File: src/rtl/friscv_cache_refill_pkg.sv
// Shared AXI encodings and FSM states for the cache miss refill stage.
package friscv_cache_refill_pkg;

  localparam logic [1:0] RRESP_OKAY  = 2'b00;
  localparam logic [3:0] ARCACHE_IO  = 4'b0000;
  localparam logic [3:0] ARCACHE_MEM = 4'b0010;
  localparam logic [2:0] ARPROT_DEF  = 3'b000;

  typedef enum logic [1:0] {
    ST_RUN   = 2'd0,
    ST_DRAIN = 2'd1,
    ST_ERASE = 2'd2
  } state_t;

endpackage

File: src/rtl/friscv_cache_pending_tbl.sv
// Circular table of in-flight line fetches: in-order push/pop plus a
// parallel compare of the incoming miss line against every valid entry.
module friscv_cache_pending_tbl #(
  parameter int DEPTH  = 4,
  parameter int LINE_W = 6,
  parameter int TAG_W  = $clog2(DEPTH)
) (
  input  logic              aclk,
  input  logic              arst,
  input  logic              push_i,
  input  logic              pop_i,
  input  logic [LINE_W-1:0] line_i,
  output logic              hit_o,
  output logic              full_o,
  output logic              empty_o,
  output logic [TAG_W-1:0]  wr_tag_o
);

  logic [TAG_W:0]    wr_ptr_q, wr_ptr_d;
  logic [TAG_W:0]    rd_ptr_q, rd_ptr_d;
  logic [DEPTH-1:0]  vld_q, vld_d;
  logic [LINE_W-1:0] line_q [DEPTH];
  logic [LINE_W-1:0] line_d [DEPTH];
  logic [DEPTH-1:0]  match;
  logic              push_ok;
  logic              pop_ok;

  // Pointers carry an extra wrap bit so full and empty stay distinguishable.
  assign empty_o  = (wr_ptr_q == rd_ptr_q);
  assign full_o   = (wr_ptr_q[TAG_W-1:0] == rd_ptr_q[TAG_W-1:0]) &&
                    (wr_ptr_q[TAG_W] != rd_ptr_q[TAG_W]);
  assign push_ok  = push_i & ~full_o;
  assign pop_ok   = pop_i & ~empty_o;
  assign wr_tag_o = wr_ptr_q[TAG_W-1:0];

  generate
    for (genvar gi = 0; gi < DEPTH; gi++) begin : g_cmp
      assign match[gi] = vld_q[gi] && (line_q[gi] == line_i);
    end
  endgenerate

  assign hit_o = |match;

  always_comb begin
    vld_d    = vld_q;
    line_d   = line_q;
    wr_ptr_d = wr_ptr_q + {{TAG_W{1'b0}}, push_ok};
    rd_ptr_d = rd_ptr_q + {{TAG_W{1'b0}}, pop_ok};
    if (pop_ok) begin
      vld_d[rd_ptr_q[TAG_W-1:0]] = 1'b0;
    end
    if (push_ok) begin
      vld_d[wr_ptr_q[TAG_W-1:0]]  = 1'b1;
      line_d[wr_ptr_q[TAG_W-1:0]] = line_i;
    end
  end

  always_ff @(posedge aclk or posedge arst) begin
    if (arst) begin
      wr_ptr_q <= '0;
      rd_ptr_q <= '0;
      vld_q    <= '0;
      line_q   <= '{default: '0};
    end else begin
      wr_ptr_q <= wr_ptr_d;
      rd_ptr_q <= rd_ptr_d;
      vld_q    <= vld_d;
      line_q   <= line_d;
    end
  end

endmodule

File: src/rtl/friscv_cache_refill.sv
// Cache miss refill stage: issues line reads, fills the cache on return,
// forwards the word to the requester and sweeps the cache on flush.
module friscv_cache_refill
  import friscv_cache_refill_pkg::*;
#(
  parameter int XLEN          = 32,
  parameter int AXI_ADDR_W    = 10,
  parameter int AXI_ID_W      = 8,
  parameter int AXI_ID_MASK   = 'h20,
  parameter int OSTDREQ_NUM   = 4,
  parameter int CACHE_BLOCK_W = 128,
  parameter int CACHE_LINES   = 64
) (
  input  logic                     aclk,
  input  logic                     arst,
  input  logic                     flush_req,
  output logic                     flush_ack,
  input  logic                     miss_valid,
  output logic                     miss_ready,
  input  logic [AXI_ADDR_W-1:0]    miss_addr,
  input  logic                     miss_io,
  output logic                     mst_arvalid,
  input  logic                     mst_arready,
  output logic [AXI_ADDR_W-1:0]    mst_araddr,
  output logic [2:0]               mst_arprot,
  output logic [3:0]               mst_arcache,
  output logic [AXI_ID_W-1:0]      mst_arid,
  input  logic                     mst_rvalid,
  output logic                     mst_rready,
  input  logic                     mst_rcache,
  input  logic [AXI_ADDR_W-1:0]    mst_raddr,
  input  logic [1:0]               mst_rresp,
  input  logic [CACHE_BLOCK_W-1:0] mst_rdata_blk,
  input  logic [XLEN-1:0]          mst_rdata,
  output logic                     cache_wen,
  output logic [AXI_ADDR_W-1:0]    cache_waddr,
  output logic [CACHE_BLOCK_W-1:0] cache_wdata,
  output logic                     cache_wvld,
  output logic                     cpl_valid,
  input  logic                     cpl_ready,
  output logic [AXI_ADDR_W-1:0]    cpl_addr,
  output logic [XLEN-1:0]          cpl_data,
  output logic                     cpl_err
);

  localparam int LINE_LSB = $clog2(CACHE_BLOCK_W / 8);
  localparam int LINE_W   = AXI_ADDR_W - LINE_LSB;
  localparam int TAG_W    = $clog2(OSTDREQ_NUM);
  localparam int ERASE_W  = $clog2(CACHE_LINES);
  localparam logic [AXI_ID_W-1:0] ID_MASK    = AXI_ID_W'(AXI_ID_MASK);
  localparam logic [ERASE_W-1:0]  ERASE_LAST = ERASE_W'(CACHE_LINES - 1);

  state_t                state_q, state_d;
  logic [ERASE_W-1:0]    erase_idx_q, erase_idx_d;
  logic                  flush_armed_q, flush_armed_d;
  logic                  flush_ack_q, flush_ack_d;
  logic                  cpl_valid_q, cpl_valid_d;
  logic [AXI_ADDR_W-1:0] cpl_addr_q, cpl_addr_d;
  logic [XLEN-1:0]       cpl_data_q, cpl_data_d;
  logic                  cpl_err_q, cpl_err_d;

  logic             tbl_hit;
  logic             tbl_full;
  logic             tbl_empty;
  logic [TAG_W-1:0] wr_tag;
  logic             run;
  logic             hit_stall;
  logic             push;
  logic             pop;
  logic             fill_wen;

  friscv_cache_pending_tbl #(
    .DEPTH  (OSTDREQ_NUM),
    .LINE_W (LINE_W),
    .TAG_W  (TAG_W)
  ) u_pending_tbl (
    .aclk     (aclk),
    .arst     (arst),
    .push_i   (push),
    .pop_i    (pop),
    .line_i   (miss_addr[AXI_ADDR_W-1:LINE_LSB]),
    .hit_o    (tbl_hit),
    .full_o   (tbl_full),
    .empty_o  (tbl_empty),
    .wr_tag_o (wr_tag)
  );

  // IO accesses are never cached, so they may overlap an in-flight line fetch.
  assign run         = (state_q == ST_RUN);
  assign hit_stall   = tbl_hit & ~miss_io;
  assign mst_arvalid = miss_valid & ~tbl_full & ~hit_stall & run;
  assign miss_ready  = mst_arready & ~tbl_full & ~hit_stall & run;
  assign push        = miss_valid & miss_ready;
  assign mst_araddr  = miss_addr;
  assign mst_arprot  = ARPROT_DEF;
  assign mst_arcache = miss_io ? ARCACHE_IO : ARCACHE_MEM;
  assign mst_arid    = ID_MASK | AXI_ID_W'(wr_tag);

  // A completion with nothing outstanding is consumed and dropped.
  assign mst_rready = ~cpl_valid_q | cpl_ready;
  assign pop        = mst_rvalid & mst_rready & ~tbl_empty;
  assign fill_wen   = pop & mst_rcache & (mst_rresp == RRESP_OKAY);

  assign flush_ack = flush_ack_q;
  assign cpl_valid = cpl_valid_q;
  assign cpl_addr  = cpl_addr_q;
  assign cpl_data  = cpl_data_q;
  assign cpl_err   = cpl_err_q;

  always_comb begin
    state_d       = state_q;
    erase_idx_d   = erase_idx_q;
    flush_ack_d   = 1'b0;
    flush_armed_d = flush_armed_q | ~flush_req;
    cache_wen     = fill_wen;
    cache_wvld    = fill_wen;
    cache_waddr   = fill_wen ? {mst_raddr[AXI_ADDR_W-1:LINE_LSB], {LINE_LSB{1'b0}}} : '0;
    cache_wdata   = fill_wen ? mst_rdata_blk : '0;
    case (state_q)
      ST_RUN: begin
        // A flush held high across its ack must drop before it can fire again.
        if (flush_req && flush_armed_q) begin
          state_d       = ST_DRAIN;
          flush_armed_d = 1'b0;
        end
      end
      ST_DRAIN: begin
        erase_idx_d = '0;
        if (tbl_empty && !cpl_valid_q) begin
          state_d = ST_ERASE;
        end
      end
      ST_ERASE: begin
        cache_wen   = 1'b1;
        cache_wvld  = 1'b0;
        cache_waddr = AXI_ADDR_W'({erase_idx_q, {LINE_LSB{1'b0}}});
        cache_wdata = '0;
        if (erase_idx_q == ERASE_LAST) begin
          state_d     = ST_RUN;
          erase_idx_d = '0;
          flush_ack_d = 1'b1;
        end else begin
          erase_idx_d = erase_idx_q + ERASE_W'(1);
        end
      end
      default: begin
        state_d = ST_RUN;
      end
    endcase
  end

  always_comb begin
    cpl_valid_d = cpl_valid_q;
    cpl_addr_d  = cpl_addr_q;
    cpl_data_d  = cpl_data_q;
    cpl_err_d   = cpl_err_q;
    if (pop) begin
      cpl_valid_d = 1'b1;
      cpl_addr_d  = mst_raddr;
      cpl_data_d  = mst_rdata;
      cpl_err_d   = (mst_rresp != RRESP_OKAY);
    end else if (cpl_ready) begin
      cpl_valid_d = 1'b0;
    end
  end

  always_ff @(posedge aclk or posedge arst) begin
    if (arst) begin
      state_q       <= ST_RUN;
      erase_idx_q   <= '0;
      flush_armed_q <= 1'b1;
      flush_ack_q   <= 1'b0;
      cpl_valid_q   <= 1'b0;
      cpl_addr_q    <= '0;
      cpl_data_q    <= '0;
      cpl_err_q     <= 1'b0;
    end else begin
      state_q       <= state_d;
      erase_idx_q   <= erase_idx_d;
      flush_armed_q <= flush_armed_d;
      flush_ack_q   <= flush_ack_d;
      cpl_valid_q   <= cpl_valid_d;
      cpl_addr_q    <= cpl_addr_d;
      cpl_data_q    <= cpl_data_d;
      cpl_err_q     <= cpl_err_d;
    end
  end

endmodule

File: config.mk
export PLATFORM = sky130hd
export DESIGN_NAME = friscv_cache_refill
export DESIGN_NICKNAME = d
export VERILOG_FILES = /design/src/rtl/friscv_cache_refill_pkg.sv /design/src/rtl/friscv_cache_pending_tbl.sv /design/src/rtl/friscv_cache_refill.sv
export SDC_FILE = /design/constraint.sdc
export NUM_CORES = 1
export LEC_CHECK = 0
export BUFFER_PORTS_ARGS = -buffer_cell sky130_fd_sc_hd__buf_4
export CAP_MARGIN = 20
export CORE_AREA = 5 5 155 157
export DETAILED_ROUTE_END_ITERATION = 6
export DIE_AREA = 0 0 160 162
export HOLD_SLACK_MARGIN = 0.02
export PLACE_DENSITY = 0.49
export RECOVER_POWER = 25
export SLEW_MARGIN = 20
export SYNTH_ARGS = -nofsm -noshare
export SYNTH_HDL_FRONTEND = slang
export SYNTH_HIERARCHICAL = 1
export SYNTH_SLANG_ARGS = --single-unit
File: constraint.sdc
create_clock -name aclk -period 4.5 [get_ports aclk]
set_input_delay 0.9 -clock aclk [delete_from_list [all_inputs] [get_ports aclk]]
set_output_delay 0.9 -clock aclk [all_outputs]
set_load 0.01 [all_outputs]
# ---- Yosys cells after proc, flatten, opt, wreduce, memory -nomap -nowiden
# Cells that the tools add are included.
dict set report classes {
  n_addsub 3
  mul 0
  n_div 0
  magnitude_cmp 6
  n_eq_ne 13
  n_shift 0
  mux 28
  bitwise 26
  reduce_logical 18
}
# op count
set op_table {}
lappend op_table {{two-way mux 128 bit} 2}
lappend op_table {{bitwise mux 24 bit} 1}
lappend op_table {{== test 6 bit} 4}
lappend op_table {{two-way mux 10 bit} 2}
lappend op_table {{AND 1 bit} 14}
lappend op_table {{demux 6 bit (select 2 bit)} 1}
lappend op_table {{two-way mux 6 bit} 2}
lappend op_table {{one-hot mux 6 bit (2 select lines)} 1}
lappend op_table {{logical AND 1 bit} 10}
lappend op_table {{two-way mux 1 bit} 10}
lappend op_table {{two-way mux 2 bit} 4}
lappend op_table {{two-way mux 4 bit} 2}
lappend op_table {{adder 3 x 1 -> 3 bit} 2}
lappend op_table {{adder 6 x 1 -> 6 bit, second input constant} 1}
lappend op_table {{== test 6 bit, second input constant} 1}
lappend op_table {{< comparator 2 x 3 -> 1 bit, second input constant} 2}
lappend op_table {{NOT 1 bit} 6}
lappend op_table {{one-hot mux 2 bit (3 select lines)} 1}
lappend op_table {{nonzero test 2 bit} 3}
lappend op_table {{AND 4 bit} 1}
lappend op_table {{demux 1 bit (select 2 bit)} 2}
lappend op_table {{>= comparator 2 x 1 -> 1 bit, second input constant} 2}
lappend op_table {{zero test 2 bit} 2}
lappend op_table {{inequality test 2 bit, second input constant} 2}
lappend op_table {{other kinds (15)} 16}
dict set report totals {
  register_bits 88
  latchBits 0
  mem_bits_rw 0
  romBits 0
  in_bits 191
  out_inout_bits 213
  word_cells 109
  mem_count 0
}

# ---- Longest topological paths before layout
# Gate-level depths: netlist of the first run.
dict set report depth {
  ltp_word 10
  ltp_mapped 12
  mapped_depth_nobuf 10
}

# ---- Modules after synthesis
# The synthesis of the first run kept the hierarchy.
# module instances cells_per_inst area_each_um2
set modules_own_cells {}
lappend modules_own_cells {friscv_cache_refill 1 363 3498.4}
lappend modules_own_cells {friscv_cache_pending_tbl 1 130 1695.4}

# ---- Worst setup path before layout of the first run
# Ideal clock, no wire load.
dict set report synth_timing {
  path_type {input to register}
  from {in miss_addr[5]}
  to {reg u_pending_tbl/line_q[0] (netlist name)}
  arrival_time_ns 3.224
  slack_ns 1.151
  path_stages 9
  n_path_buf 1
  path_cell_list {clkbuf_1 > xor2_1 > nor4_1 > or4_1 > a211oi_1 > and3_1 > nand2_1 > nor3b_2 > mux2_2}
}
dict set report synth_between {
  elab_chain_len 9
  elab_cells_between_ends 15
}
# item line_no
set synth_rtl {}
lappend synth_rtl {{start, declared} friscv_cache_refill.sv:20} ;# input logic [AXI_ADDR_W-1:0] miss_addr,
lappend synth_rtl {{== test 6 bit} friscv_cache_pending_tbl.sv:38} ;# assign match[gi] = vld_q[gi] && (line_q[gi] == line_i);
lappend synth_rtl {{logical AND 1 bit} friscv_cache_pending_tbl.sv:38}
lappend synth_rtl {{OR reduction 4 bit *} friscv_cache_pending_tbl.sv:42} ;# assign hit_o = |match;
lappend synth_rtl {{via tbl_hit} friscv_cache_refill.sv:62} ;# logic tbl_hit;
lappend synth_rtl {{AND 1 bit *} friscv_cache_refill.sv:90} ;# assign hit_stall = tbl_hit & ~miss_io;
lappend synth_rtl {{NOT 1 bit *} friscv_cache_refill.sv:92} ;# assign miss_ready = mst_arready & ~tbl_full & ~hit_stall & run;
lappend synth_rtl {{AND 1 bit * (2 in series)} friscv_cache_refill.sv:92}
lappend synth_rtl {{AND 1 bit *} friscv_cache_refill.sv:93} ;# assign push = miss_valid & miss_ready;
lappend synth_rtl {{via push} friscv_cache_refill.sv:68} ;# logic push;
lappend synth_rtl {{AND 1 bit *} friscv_cache_pending_tbl.sv:32} ;# assign push_ok = push_i & ~full_o;
lappend synth_rtl {{end signal, assigned} friscv_cache_pending_tbl.sv:68} ;# line_q <= line_d;
lappend synth_rtl {{end, declared} friscv_cache_pending_tbl.sv:22} ;# logic [LINE_W-1:0] line_q [DEPTH];
# Mark *: on every way through the listed nets, which the timed path passes. The rest lies on a longest branch.
# A chain may end at the register's enable or synchronous reset.

# ---- Final worst setup path of the first run
dict set report layout_timing {
  from {reg u_pending_tbl.wr_ptr_q[1]}
  to {out cache_waddr[8]}
}
dict set report layout_between {
  elab_chain_len 7
}
# item line_no
set layout_rtl {}
lappend layout_rtl {{start, declared} friscv_cache_pending_tbl.sv:19} ;# logic [TAG_W:0] wr_ptr_q, wr_ptr_d;
lappend layout_rtl {{start signal, assigned} friscv_cache_pending_tbl.sv:65} ;# wr_ptr_q <= wr_ptr_d;
lappend layout_rtl {{== test 3 bit} friscv_cache_pending_tbl.sv:29} ;# assign empty_o = (wr_ptr_q == rd_ptr_q);
lappend layout_rtl {{via tbl_empty} friscv_cache_refill.sv:64} ;# logic tbl_empty;
lappend layout_rtl {{NOT 1 bit} friscv_cache_refill.sv:101} ;# assign pop = mst_rvalid & mst_rready & ~tbl_empty;
lappend layout_rtl {{AND 1 bit} friscv_cache_refill.sv:101}
lappend layout_rtl {{AND 1 bit (2 in series)} friscv_cache_refill.sv:102} ;# assign fill_wen = pop & mst_rcache & (mst_rresp == RRESP_OKAY);
lappend layout_rtl {{two-way mux 10 bit} friscv_cache_refill.sv:117} ;# cache_waddr = fill_wen ? {mst_raddr[AXI_ADDR_W-1:LINE_LSB], {LINE_LSB{1'b0}}} : '0;
lappend layout_rtl {{two-way mux 10 bit} friscv_cache_refill.sv:119} ;# case (state_q)
lappend layout_rtl {{end, declared} friscv_cache_refill.sv:36} ;# output logic [AXI_ADDR_W-1:0] cache_waddr,
# The timed path passes the listed nets, and every way through them passes these cells.

==> results of run 1 <==
worst paths after layout:
check / start / to / slack (ns) / cells after the start
hold reg to reg: flush_armed_q / flush_armed_q / 0.48 / 2
hold / removal: flush_armed_q / flush_armed_q / 0.48 / 2
max in group asynchronous: arst / cpl_data[2] / 1.53 / 3
setup / recovery: u_pending_tbl/wr_ptr_q[1] / cache_waddr[8] / 0.82 / 9
setup reg to reg: u_pending_tbl/line_q[15] / u_pending_tbl/line_q[0] / 1.51 / 9
min in group asynchronous: arst / cpl_data[19] / 0.80 / 2
layer usage:
layer	part of all wire (%)	vias to the layer above	global-route usage, %	routed length, um
li1	-	2352	-	-
met1	43	2387	23.2	10400
met2	49	221	28.5	12000
met3	6.4	19	4.03	1580
met4	1.8	0	6.69	436
met5	0	-	0	0
stage by stage:
stage | instance area [sq um] | total power [mW] | setup slack, ns | util [%]
finish | 8340 | 3.95 | 0.816 | 37.3
global route | 8340 | 4.22 | 0.605 | 37.3
CTS | 8340 | 4.02 | 0.763 | 37.3
detailed placement | 8050 | 3.28 | 0.855 | 36.0
global placement | 8050 | 3.26 | 0.913 | 36.0
floorplan | 5250 | 2.48 | 1.15 | -
cell families after synthesis:
group,after synthesis,share of synthesized area [%]
and+or+nand+nor,193,23.4
adders and majority gates,8,1.93
xor gates and xnor gates,31,5.23
AOI/OAI and AO/OA,17,2.07
muxes,69,14.9
other,2,0.145
DFF,88,42.4
buffers and inverters,85,9.88
cells in the mapped netlist, types with 6 or more instances:
master,instances
dfrtp_1,87
nand2_1,18
xor2_1,17
buf_4,31
buf_6,6
buf_2,9
and3_1,129
nand3_1,10
inv_1,12
clkbuf_1,18
clkbuf_2,8
nand4_1,6
ha_1,8
xnor2_1,14
mux2_2,68
worst max-delay path, cell delays in order, from the launching register on:
cell and delay (ns):
dfrtp_1 0.50, xor2_1 0.25, or3b_2 0.23, inv_1 0.09
nand2b_4 0.17, nor4bb_4 0.31, buf_12 0.37, and2_4 0.22
a22o_1 0.13, buf_4 0.14
cell usage in the layout, fill, tap and decap left out, drive strengths merged:
master,n
and2,4
nor2b,2
o21ai,7
and3,129
a22o,1
nand4b,2
nor4,4
nand4,6
nor3,4
or2,1
diode,7
nand2b,2
nor2,5
clkinvlp,3
dfstp,1
xnor2,14
nor3b,1
clkbuf,14
xor2,17
ha,8
buf,383
nand2,18
a21o,5
nor4bb,2
clkinv,2
inv,12
mux2i,1
a211oi,1
nand3,10
dfrtp,87
or4,1
mux2,68
or3b,1
nor4b,1
conb,16
a21oi,3
cell type report:
type | instances | area (sq um)
inverters | 12 | 46.3
clock buffers | 11 | 243
well taps | 285 | 357
fillers | 2277 | 14000
multi-input cells | 334 | 2530
flip-flops and latches | 88 | 2200
clock inverters | 5 | 40.0
repair buffers | 386 | 2900
diodes | 7 | 17.5
flip-flops by register name, summed over array words and instances (netlist names):
signal / flops
flush_armed_q: 1
cpl_data: 32
u_pending_tbl/vld_q: 4
cpl_valid: 1
state_q: 2
flush_ack: 1
u_pending_tbl/rd_ptr_q: 3
erase_idx_q: 6
cpl_err: 1
cpl_addr: 10
u_pending_tbl/wr_ptr_q: 3
u_pending_tbl/line_q: 24
power by group:
part           internal [mW]  leakage (nW)  switching [mW]
logic                  0.962          3.49           0.864
clock network          0.393         0.128           0.321
registers               1.16          1.07           0.249
==> results.md, run 1 <==
* Outcome: finished with violations
* Failing checks: max-capacitance violations, max-slew violations
* Die W at 160 um
* Die height at 162 um
* Crit path DAT at 2.78 ns
* Clk buf depth at 2
* Area Overhead vs Synth at 60.6%
* Seq/Total Area, Yosys at 42.4%
* Site Rows at 55
* Max_slew headroom at -22.2%
* EDFF count, synth at 0
* Share of flip-flops with an asynchronous set or reset at 100%
* Area of the mapped netlist at 0.00519 sq mm
* Netlist cell types at 42
* WL final at 24400 um
* Synth Flop Type: dfrtp_1
* Die Area at 0.0259 sq mm
* Initial Utilization at 23.2%
* Unrepaired setup endpoints after global routing: false
* Final hold viol count at 0
* Max Fclk at 271 MHz
* Syn avg cell area at 10.5 sq um
* Leading post-synthesis cells by cell area: dfrtp_1, and3_1, mux2_2
* Post-DP HPWL at 20400 um
* Share of cells above drive strength 1 at 57.3%
* Hold crit path type: reg2reg
* Setup crit start kind: flip-flop
* Post-layout min period at 3.68 ns
* Post-CTS setup buffers at 0
* Top cell type's share of synthesized area at 41.9%
* Pwr dens at 473 mW/mm^2
* Cts hold-fix bufs at 0
* Standby leakage power at 4.69 nW
* CTS tree: built
* Synth area leader: dfrtp_1
* Total negative setup slack at 0 ns
* Routed wire length per instance at 21.7 um
* GRT Total Usage at 17.7%
* DR iter-0 viols at 294
* Kind of critical path: reg2out
* Routed Antenna Nets at 0
* Pin count of the biggest net entering global routing at 136
* Worst-Skew Late Latency at 0.34 ns
* Final std cells w/o fill at 1128
* Peak supply drop at 0.290 mV
* Post-placement cell count at 1105
* Core Box Area at 0.0224 sq mm
* Placer Congestion at 0.877
* Root Buffer: clkbuf_16
* DRC Markers at 0
* Synthesis-stage register bit count at 88
* Crit-path max FO at 135
* DRT Pass-1 Iters at 5
* Gate count of the mapped netlist at 493
* Max Cap Viol at 2
* Port Buffer Count at 379
* Final period util at 81.9%
* Critical Path End Type: output pin
* CTS Sinks at 88
* Nets at 1030
* Final Max Slew Viols at 68
* Post-cts resize count at 0
* Required @ worst endpoint at 3.60 ns
* Endpoints failing setup at 0
* First-pass GRT wire length at 34800 um
* Vias in the first global route at 5196
* Worst Hold Slack at 0.476 ns
* Routed vias at 4979
* Clock Skew at 0.0136 ns
* Synth Warn # at 6
* Initial antenna violation count at 7
* I/O pin count at 404
* GRT overflow at 0
* Slew @ Worst Pin at 1.83 ns
* CTS HTree Levels at 3
* Clock transition at path regs at 0.06 ns
* Via/cell ratio at 4.41
* Total CTS buffers at 9
Power figures use the tool's default switching activity.
==> inputs of run 2 (changes only) <==
--- a/config.mk
+++ b/config.mk
@@ -5,13 +5,14 @@
 export SDC_FILE = /design/constraint.sdc
 export NUM_CORES = 1
 export LEC_CHECK = 0
+export ABC_AREA = 1
 export BUFFER_PORTS_ARGS = -buffer_cell sky130_fd_sc_hd__buf_4
 export CAP_MARGIN = 20
 export CORE_AREA = 5 5 155 157
 export DETAILED_ROUTE_END_ITERATION = 6
 export DIE_AREA = 0 0 160 162
 export HOLD_SLACK_MARGIN = 0.02
-export PLACE_DENSITY = 0.49
+export PLACE_DENSITY = 0.55
 export RECOVER_POWER = 25
 export SLEW_MARGIN = 20
 export SYNTH_ARGS = -nofsm -noshare
==> constraint.sdc (replaced) <==
create_clock -name aclk -period 3.3 [get_ports aclk]
set_input_delay 0.66 -clock aclk [delete_from_list [all_inputs] [get_ports aclk]]
set_output_delay 0.66 -clock aclk [all_outputs]
set_load 0.01 [all_outputs]
==> run 2 against run 1 <==
  * The run still ends with max-capacitance violations, max-slew violations left
  * Power grew 46%
  * Synthesized cell count up 78%
  * Routed wire length rose by 8.8%
  * Worst hold slack worse by 0.00099 ns
  * Clock skew shrank 0.0047 ns
  * Final cell count increased by 35%
  * Highest routed layer unchanged
==> results.md, run 2 <==
* Required @ worst endpoint at 2.64 ns (-0.96 ns)
* CTS Sinks at 88 (unchanged)
* Max Cap Viol at 1 (-1)
* Die height at 162 um (unchanged)
* Final period util at 92.9%
* Worst Hold Slack at 0.475 ns (-0.000995 ns)
* Area of the mapped netlist at 0.00602 sq mm (+16%)
* Share of flip-flops with an asynchronous set or reset at 100% (unchanged)
* Number of flip-flops under the largest register name at 32 (unchanged)
* Core Box Area at 0.0224 sq mm (unchanged)
* Top cell type's share of synthesized area at 36.1% (-5.8 points)
* Flop pwr share at 33.2% (-2.5 points)
* Synth Warn # at 6 (unchanged)
* Nets at 1436 (+39%)
* Standby leakage power at 5.62 nW (+20%)
* Commonest non-fill, non-tap cells in the layout: buf_4, nand2_1, inv_1
* First-pass GRT wire length at 38200 um (+9.8%)
* DP Worst Slack at 0.362 ns (-0.494 ns)
* Most common library cells after synthesis: nand2_1, inv_1, nor2_2, dfrtp_1, nor2_1
* Cts hold-fix bufs at 0 (unchanged)
* Max Fclk at 326 MHz
* Final hold viol count at 0 (unchanged)
* Post-layout min period at 3.06 ns
* Clk pwr share at 18.7% (+0.6 points)
* Total negative setup slack at 0 ns (unchanged)
* FF-to-FF path depth at 17 (+8)
* GRT overflow at 0 (unchanged)
* Total power at 5.75 mW (+46%)
* Die Area at 0.0259 sq mm (unchanged)
* Outcome: finished with violations
* Unrepaired setup endpoints after global routing: false
* Slew @ Worst Pin at 1.97 ns (+0.138 ns)
* Initial Utilization at 26.9% (+3.7 points)
* Die W at 160 um (unchanged)
* Clock Skew at 0.00891 ns (-0.00470 ns)
* Hold Crit Endpoint: flush_armed_q
* Max_slew headroom at -31.4% (-9.2 points)
* Pin count of the biggest net entering global routing at 55 (-60%)
* Final Max Slew Viols at 35 (-49%)
* EDFF count, synth at 0 (unchanged)
* Initial antenna violation count at 1 (-6)
* Top-count cell post-synth: nand2_1
* R2R Setup Slk at 1.16 ns (-0.35 ns)
* Gate power share at 48.0% (+1.8 points)
* CTS HTree Levels at 3 (unchanged)
* GRT Total Usage at 19.3% (+1.6 points)
* DRC Markers at 0 (unchanged)
* Clk buf depth at 2 (unchanged)
* Crit path DAT at 2.40 ns (-0.38 ns)
* Syn avg cell area at 6.88 sq um (-35%)
* Placer Congestion at 0.881 (+0.47%)
* Synthesis-stage register bit count at 88 (unchanged)
* Switch share at 42.1% (+5.7 points)
* Hold crit path type: reg2reg
* Synth area leader: dfrtp_1
* Total CTS buffers at 9 (unchanged)
* WL final at 26600 um (+8.8%)
* Min-Delay Startpoint: flush_armed_q
* FILL cells at 2370 (+4.1%)
* Port Buffer Count at 379 (unchanged)
* Vias in the first global route at 6197 (+19%)
* Setup crit start kind: flip-flop
* Internal cell power at 3.33 mW (+32%)
* Share of cells above drive strength 1 at 42.3% (-15 points)
* Endpoints failing setup at 0 (unchanged)
* Clock transition at path regs at 0.07 ns (about the same)
* Area Overhead vs Synth at 54.7%
* Post-DP HPWL at 22500 um (+10%)
* Gate count of the mapped netlist at 876 (+78%)
* I/O pin count at 404 (unchanged)
* FF-to-FF End: u_pending_tbl/wr_ptr_q[2]
* Setup ws final at 0.235 ns (-0.581 ns)
* Via/cell ratio at 4.14 (-6.2%)
* Site Rows at 55 (unchanged)
* Synth Flop Type: dfrtp_1
* Peak supply drop at 0.368 mV (+27%)
* Worst-Skew Late Latency at 0.34 ns (about the same)
* Failing checks: max-capacitance violations, max-slew violations
* DRT Pass-1 Iters at 5 (unchanged)
* Leading post-synthesis cells by cell area: dfrtp_1, nand2_1, inv_1
* Crit-path max FO at 21 (-84%)
* DR iter-0 viols at 358 (+22%)
* Sw Pwr at 2.42 mW (+69%)
* Seq/Total Area, Yosys at 36.6% (-5.8 points)
* Pwr dens at 617 mW/mm^2 (+30%)
* CTS tree: built
* Kind of critical path: reg2out
* Routed Antenna Nets at 0 (unchanged)
* Hold Path Cell Cnt at 2 (unchanged)
* Root Buffer: clkbuf_16
* Critical Path End Type: output pin
* Netlist cell types at 29 (-31%)
* Routed vias at 6325 (+27%)
* Routed wire length per instance at 17.4 um (-20%)
* Commonest non-fill, non-tap cell in the layout: buf_4
* R2r startpoint: u_pending_tbl/line_q[7]
==> run 2: changes by cell type after synthesis, moves of 62 or more <==
cell,change
and3_1,-129
nand2_1,+266
mux2_2,-68
nor2_1,+62
nor2_2,+91
inv_1,+174
==> run 2: metal layers <==
metal	GRT usage [%]	vias up	share of wire (%)
li1	-	3200	-
met1	24.8	2871	42
met2	32.9	234	50
met3	4.49	20	6.3
met4	4.69	0	1.3
met5	0	-	0
==> run 2: layout make-up <==
type	count	area (sq um)	area share, %
multi-input cells	552	2710	29.1
inverters	188	706	7.57
diodes	1	2.50	0.0269
well taps	285	357	3.83
clock buffers	9	225	2.42
repair buffers	398	3020	32.5
flip-flops and latches	88	2200	23.6
clock inverters	7	87.6	0.940
==> run 2: worst max-delay path by stage <==
stage / startpoint / depth (start not counted) / endpoint
6_report: u_pending_tbl/wr_ptr_q[1] / 9 / cache_wdata[118]
5_1_grt: u_pending_tbl/rd_ptr_q[1] / 10 / cache_wdata[9]
4_1_cts: u_pending_tbl/wr_ptr_q[1] / 10 / cache_wdata[106]
3_5_place_dp: u_pending_tbl/wr_ptr_q[1] / 10 / cache_wdata[106]
3_3_place_gp: u_pending_tbl/wr_ptr_q[1] / 10 / cache_wdata[96]
2_1_floorplan: miss_addr[8] / 18 / u_pending_tbl/wr_ptr_q[2]
==> run 2: logic make-up (layout without fill, tap and decap cells) <==
kind of cell | after synthesis | count (layout) | synth area share (%)
xor gates and xnor gates | 10 | 10 | 1.45
DFF | 88 | 88 | 36.6
adders and majority gates | 8 | 8 | 1.66
other | 2 | 17 | 0.125
and+or+nand+nor | 507 | 508 | 39.4
AOI/OAI and AO/OA | 10 | 10 | 0.914
buffers and inverters | 251 | 602 | 19.8
==> run 2: worst max-delay path: stages, from the launching register on <==
cell     delay (ns)
dfrtp_1        0.45
xnor2_1        0.19
nand3_2        0.15
inv_1          0.08
nor2_2         0.14
nand3_2        0.12
nor2_4         0.25
nand2_8        0.18
nor2_1         0.32
buf_4          0.19
==> run 2: per-stage QoR <==
step	cell area (sq um)	instances	util [%]
floorplan	6080	890	-
global placement	8970	1508	40.1
detailed placement	8970	1508	40.1
CTS	9300	1525	41.6
global route	9320	1528	41.7
finish	9320	1528	41.7
==> run 2: repair_timing <==
action	in CTS	in global routing
endpoints found under the hold margin	0	0
gates resized for setup	0	1
cloned	1	0
buffers inserted	0	2
pin swaps	1	1
setup endpoints to repair	1	98
==> run 2: power by group through the flow <==
stage                     Clock [mW]  Sequential (mW)  Combinational (mW)
final                           1.08             1.91                2.76
after global routing            1.15             1.97                3.09
after CTS                       1.11             1.91                2.80
after detailed placement           0             1.91                2.79
after global placement             0             1.91                2.75
after floorplan                    0             1.99                1.53
==> inputs of run 3 (changes only) <==
--- a/config.mk
+++ b/config.mk
@@ -12,7 +12,6 @@
 export DETAILED_ROUTE_END_ITERATION = 6
 export DIE_AREA = 0 0 160 162
 export HOLD_SLACK_MARGIN = 0.02
-export PLACE_DENSITY = 0.55
 export RECOVER_POWER = 25
 export SLEW_MARGIN = 20
 export SYNTH_ARGS = -nofsm -noshare
==> constraint.sdc (replaced) <==
create_clock -name aclk -period 3.3 [get_ports aclk]
set_input_delay 0.66 -clock aclk [delete_from_list [all_inputs] [get_ports aclk]]
set_output_delay 0.66 -clock aclk [all_outputs]
set_load 0.1 [all_outputs]
==> run 3 against run 2 <==
  * The run still ends with max-capacitance violations, max-slew violations left
  * Final area grew 11%
  * Worst setup slack got worse by 0.11 ns
  * Routed wire length shrank 0.37%
  * Clock-buffer cell count rose by 2
  * Register-to-register slack worse by 0.03 ns
  * Combinational power up 100%
  * Die area unchanged
  * Largest cell class unchanged
==> results.md, run 3 (synthesis results as in run 2) <==
* Pin count of the biggest net entering global routing at 44 (-20%)
* Final hold viol count at 0 (unchanged)
* Pwr dens at 832 mW/mm^2 (+35%)
* GRT overflow at 0 (unchanged)
* Crit path DAT at 2.51 ns (+0.11 ns)
* Outcome: finished with violations
* Initial antenna violation count at 6 (+5)
* R2R Setup Slk at 1.13 ns (-0.03 ns)
* Cts hold-fix bufs at 0 (unchanged)
* Routed vias at 6375 (+0.79%)
* Setup crit start kind: flip-flop
* Critical Path End Type: output pin
* Area occupied by multi-input gates at 0.00327 sq mm (+21%)
* Commonest non-fill, non-tap cell in the layout: buf_4
* Root Buffer: clkbuf_16
* Max Fclk at 315 MHz (-3.4%)
* CTS HTree Levels at 3 (unchanged)
* Share of cells above drive strength 1 at 44.1% (+1.9 points)
* Failing checks: max-capacitance violations, max-slew violations
* Worst Setup SP: u_pending_tbl/rd_ptr_q[1]
* Vias in the first global route at 6204 (+0.11%)
* Placer Congestion at 0.857 (-2.7%)
* Post-DP HPWL at 22200 um (-1.3%)
* Die height at 162 um (unchanged)
* Clock transition at path regs at 0.06 ns (about the same)
* Routed wire length per instance at 17.3 um (-0.56%)
* Kind of critical path: reg2out
* Commonest non-fill, non-tap cells in the layout: buf_4, nand2_1, inv_1
* R2r startpoint: u_pending_tbl/rd_ptr_q[1]
* Clk buf depth at 2 (unchanged)
* DRC Markers at 0 (unchanged)
* Final std cells w/o fill at 1531 (+0.20%)
* Final period util at 96.2% (+3.3 points)
* Core Box Area at 0.0224 sq mm (unchanged)
* Hold crit path type: reg2reg
* Post-placement cell count at 1508 (unchanged)
* WL final at 26500 um (-0.37%)
* Via/cell ratio at 4.16 (+0.59%)
* CTS tree: built
* Crit-path max FO at 10 (-52%)
* I/O pin count at 404 (unchanged)
* Min-Delay Startpoint: flush_armed_q
* Area Overhead vs Synth at 71.1%
* Nets at 1440 (+0.28%)
* Final Max Slew Viols at 35 (unchanged)
* Die Area at 0.0259 sq mm (unchanged)
* Standby leakage power at 5.76 nW (+2.4%)
* Die W at 160 um (unchanged)
* Max Cap Viol at 1 (unchanged)
* Max_slew headroom at -26.2% (+5.2 points)
* Port Buffer Count at 379 (unchanged)
* Initial Utilization at 26.9% (unchanged)
* Unrepaired setup endpoints after global routing: true
* Total CTS buffers at 9 (unchanged)
* Worst-Skew Late Latency at 0.34 ns (about the same)
* FF/Latch Area at 0.00220 sq mm (about the same)
* Setup ws final at 0.127 ns (-0.109 ns)
* Routed Antenna Nets at 0 (unchanged)
* Clock Skew at 0.00982 ns (+0.000915 ns)
* DRT Pass-1 Iters at 5 (unchanged)
* Slew @ Worst Pin at 1.89 ns (-0.0774 ns)
* Number of flip-flops under the largest register name at 32 (unchanged)
* Peak supply drop at 0.896 mV (+140%)
* Endpoints failing setup at 0 (unchanged)
* FILL cells at 2238 (-5.6%)
* Required @ worst endpoint at 2.64 ns (about the same)
* Post-layout min period at 3.17 ns (+0.109 ns)
* DP Worst Slack at 0.154 ns (-0.208 ns)
* # diodes at 0 (-1)
* DR iter-0 viols at 412 (+15%)
* CTS Sinks at 88 (unchanged)
* GRT Total Usage at 19.2% (-0.038 points)
* Site Rows at 55 (unchanged)
* First-pass GRT wire length at 38500 um (+0.81%)
run 3: cell types whose count changed in the layout (fill, tap and decap cells not counted), moves of 3 or more:
cell and change:
nor2_4 +98, buf_4 -80, nor2_2 -75, buf_6 +74, nor2_1 -23, buf_12 +5
clkbuf_1 +3, inv_8 -3
run 3: routing by layer:
metal | up-vias | global-route usage (%) | wire length [um]
met5 | - | 0 | 74
met4 | 12 | 3.48 | 245
met3 | 27 | 5.96 | 2090
met2 | 246 | 33.2 | 13300
met1 | 2888 | 24.0 | 10800
li1 | 3202 | - | -
run 3: path summary, 6_finish.rpt:
kind | to | depth (start not counted)
worst max register to register | u_pending_tbl/wr_ptr_q[2] | 12
worst min-delay path | flush_armed_q | 2
worst min register to register | flush_armed_q | 2
min in group asynchronous | cpl_addr[2] | 2
max in group asynchronous | u_pending_tbl/wr_ptr_q[0] | 3
worst max-delay path | cache_wdata[7] | 10
run 3: cell type report:
class / instances / area share (%)
clock buffers: 11 / 2.36
clock inverters: 5 / 0.789
inverters: 188 / 6.85
multi-input cells: 552 / 31.7
flip-flops and latches: 88 / 21.4
well taps: 285 / 3.46
repair buffers: 402 / 33.4
run 3: power by group:
part | leakage, nW | internal, mW | switching (mW) | total [mW]
logic | 4.50 | 1.25 | 4.31 | 5.56
clock network | 0.156 | 0.685 | 0.426 | 1.11
registers | 1.10 | 1.57 | 0.334 | 1.90
run 3: worst max-delay path: stages, from the launching register on:
cell     delay, ns
dfrtp_1       0.44
xnor2_1       0.20
nand3_2       0.14
inv_1         0.08
nor2_2        0.13
nand3_2       0.13
nor2_4        0.23
nand2_8       0.16
buf_12        0.21
nor2_2        0.13
buf_4         0.32
run 3: through the flow:
step / total power [mW] / hold WS, ns / TNS [ns] / cell area (sq um) / utilization [%]
4_1_cts: 8.61 / 0.440 / 0 / 10100 / 45.0
3_5_place_dp: 7.43 / 0.462 / 0 / 9570 / 42.8
3_3_place_gp: 7.37 / 0.457 / 0 / 9570 / 42.8
2_1_floorplan: 6.20 / 0.436 / -6.48 / 6620 / -
6_report: 8.57 / 0.474 / 0 / 10300 / 46.1
5_1_grt: 9.02 / 0.497 / -0.0440 / 10300 / 46.1
run 3: what timing repair did:
action                     4_1_cts  5_1_grt
hold endpoints to repair         0        0
setup endpoints to repair      105       95
gates resized for setup         18       70
pin swaps                        2        1
cloned                           2        0
buffers inserted                 5        0
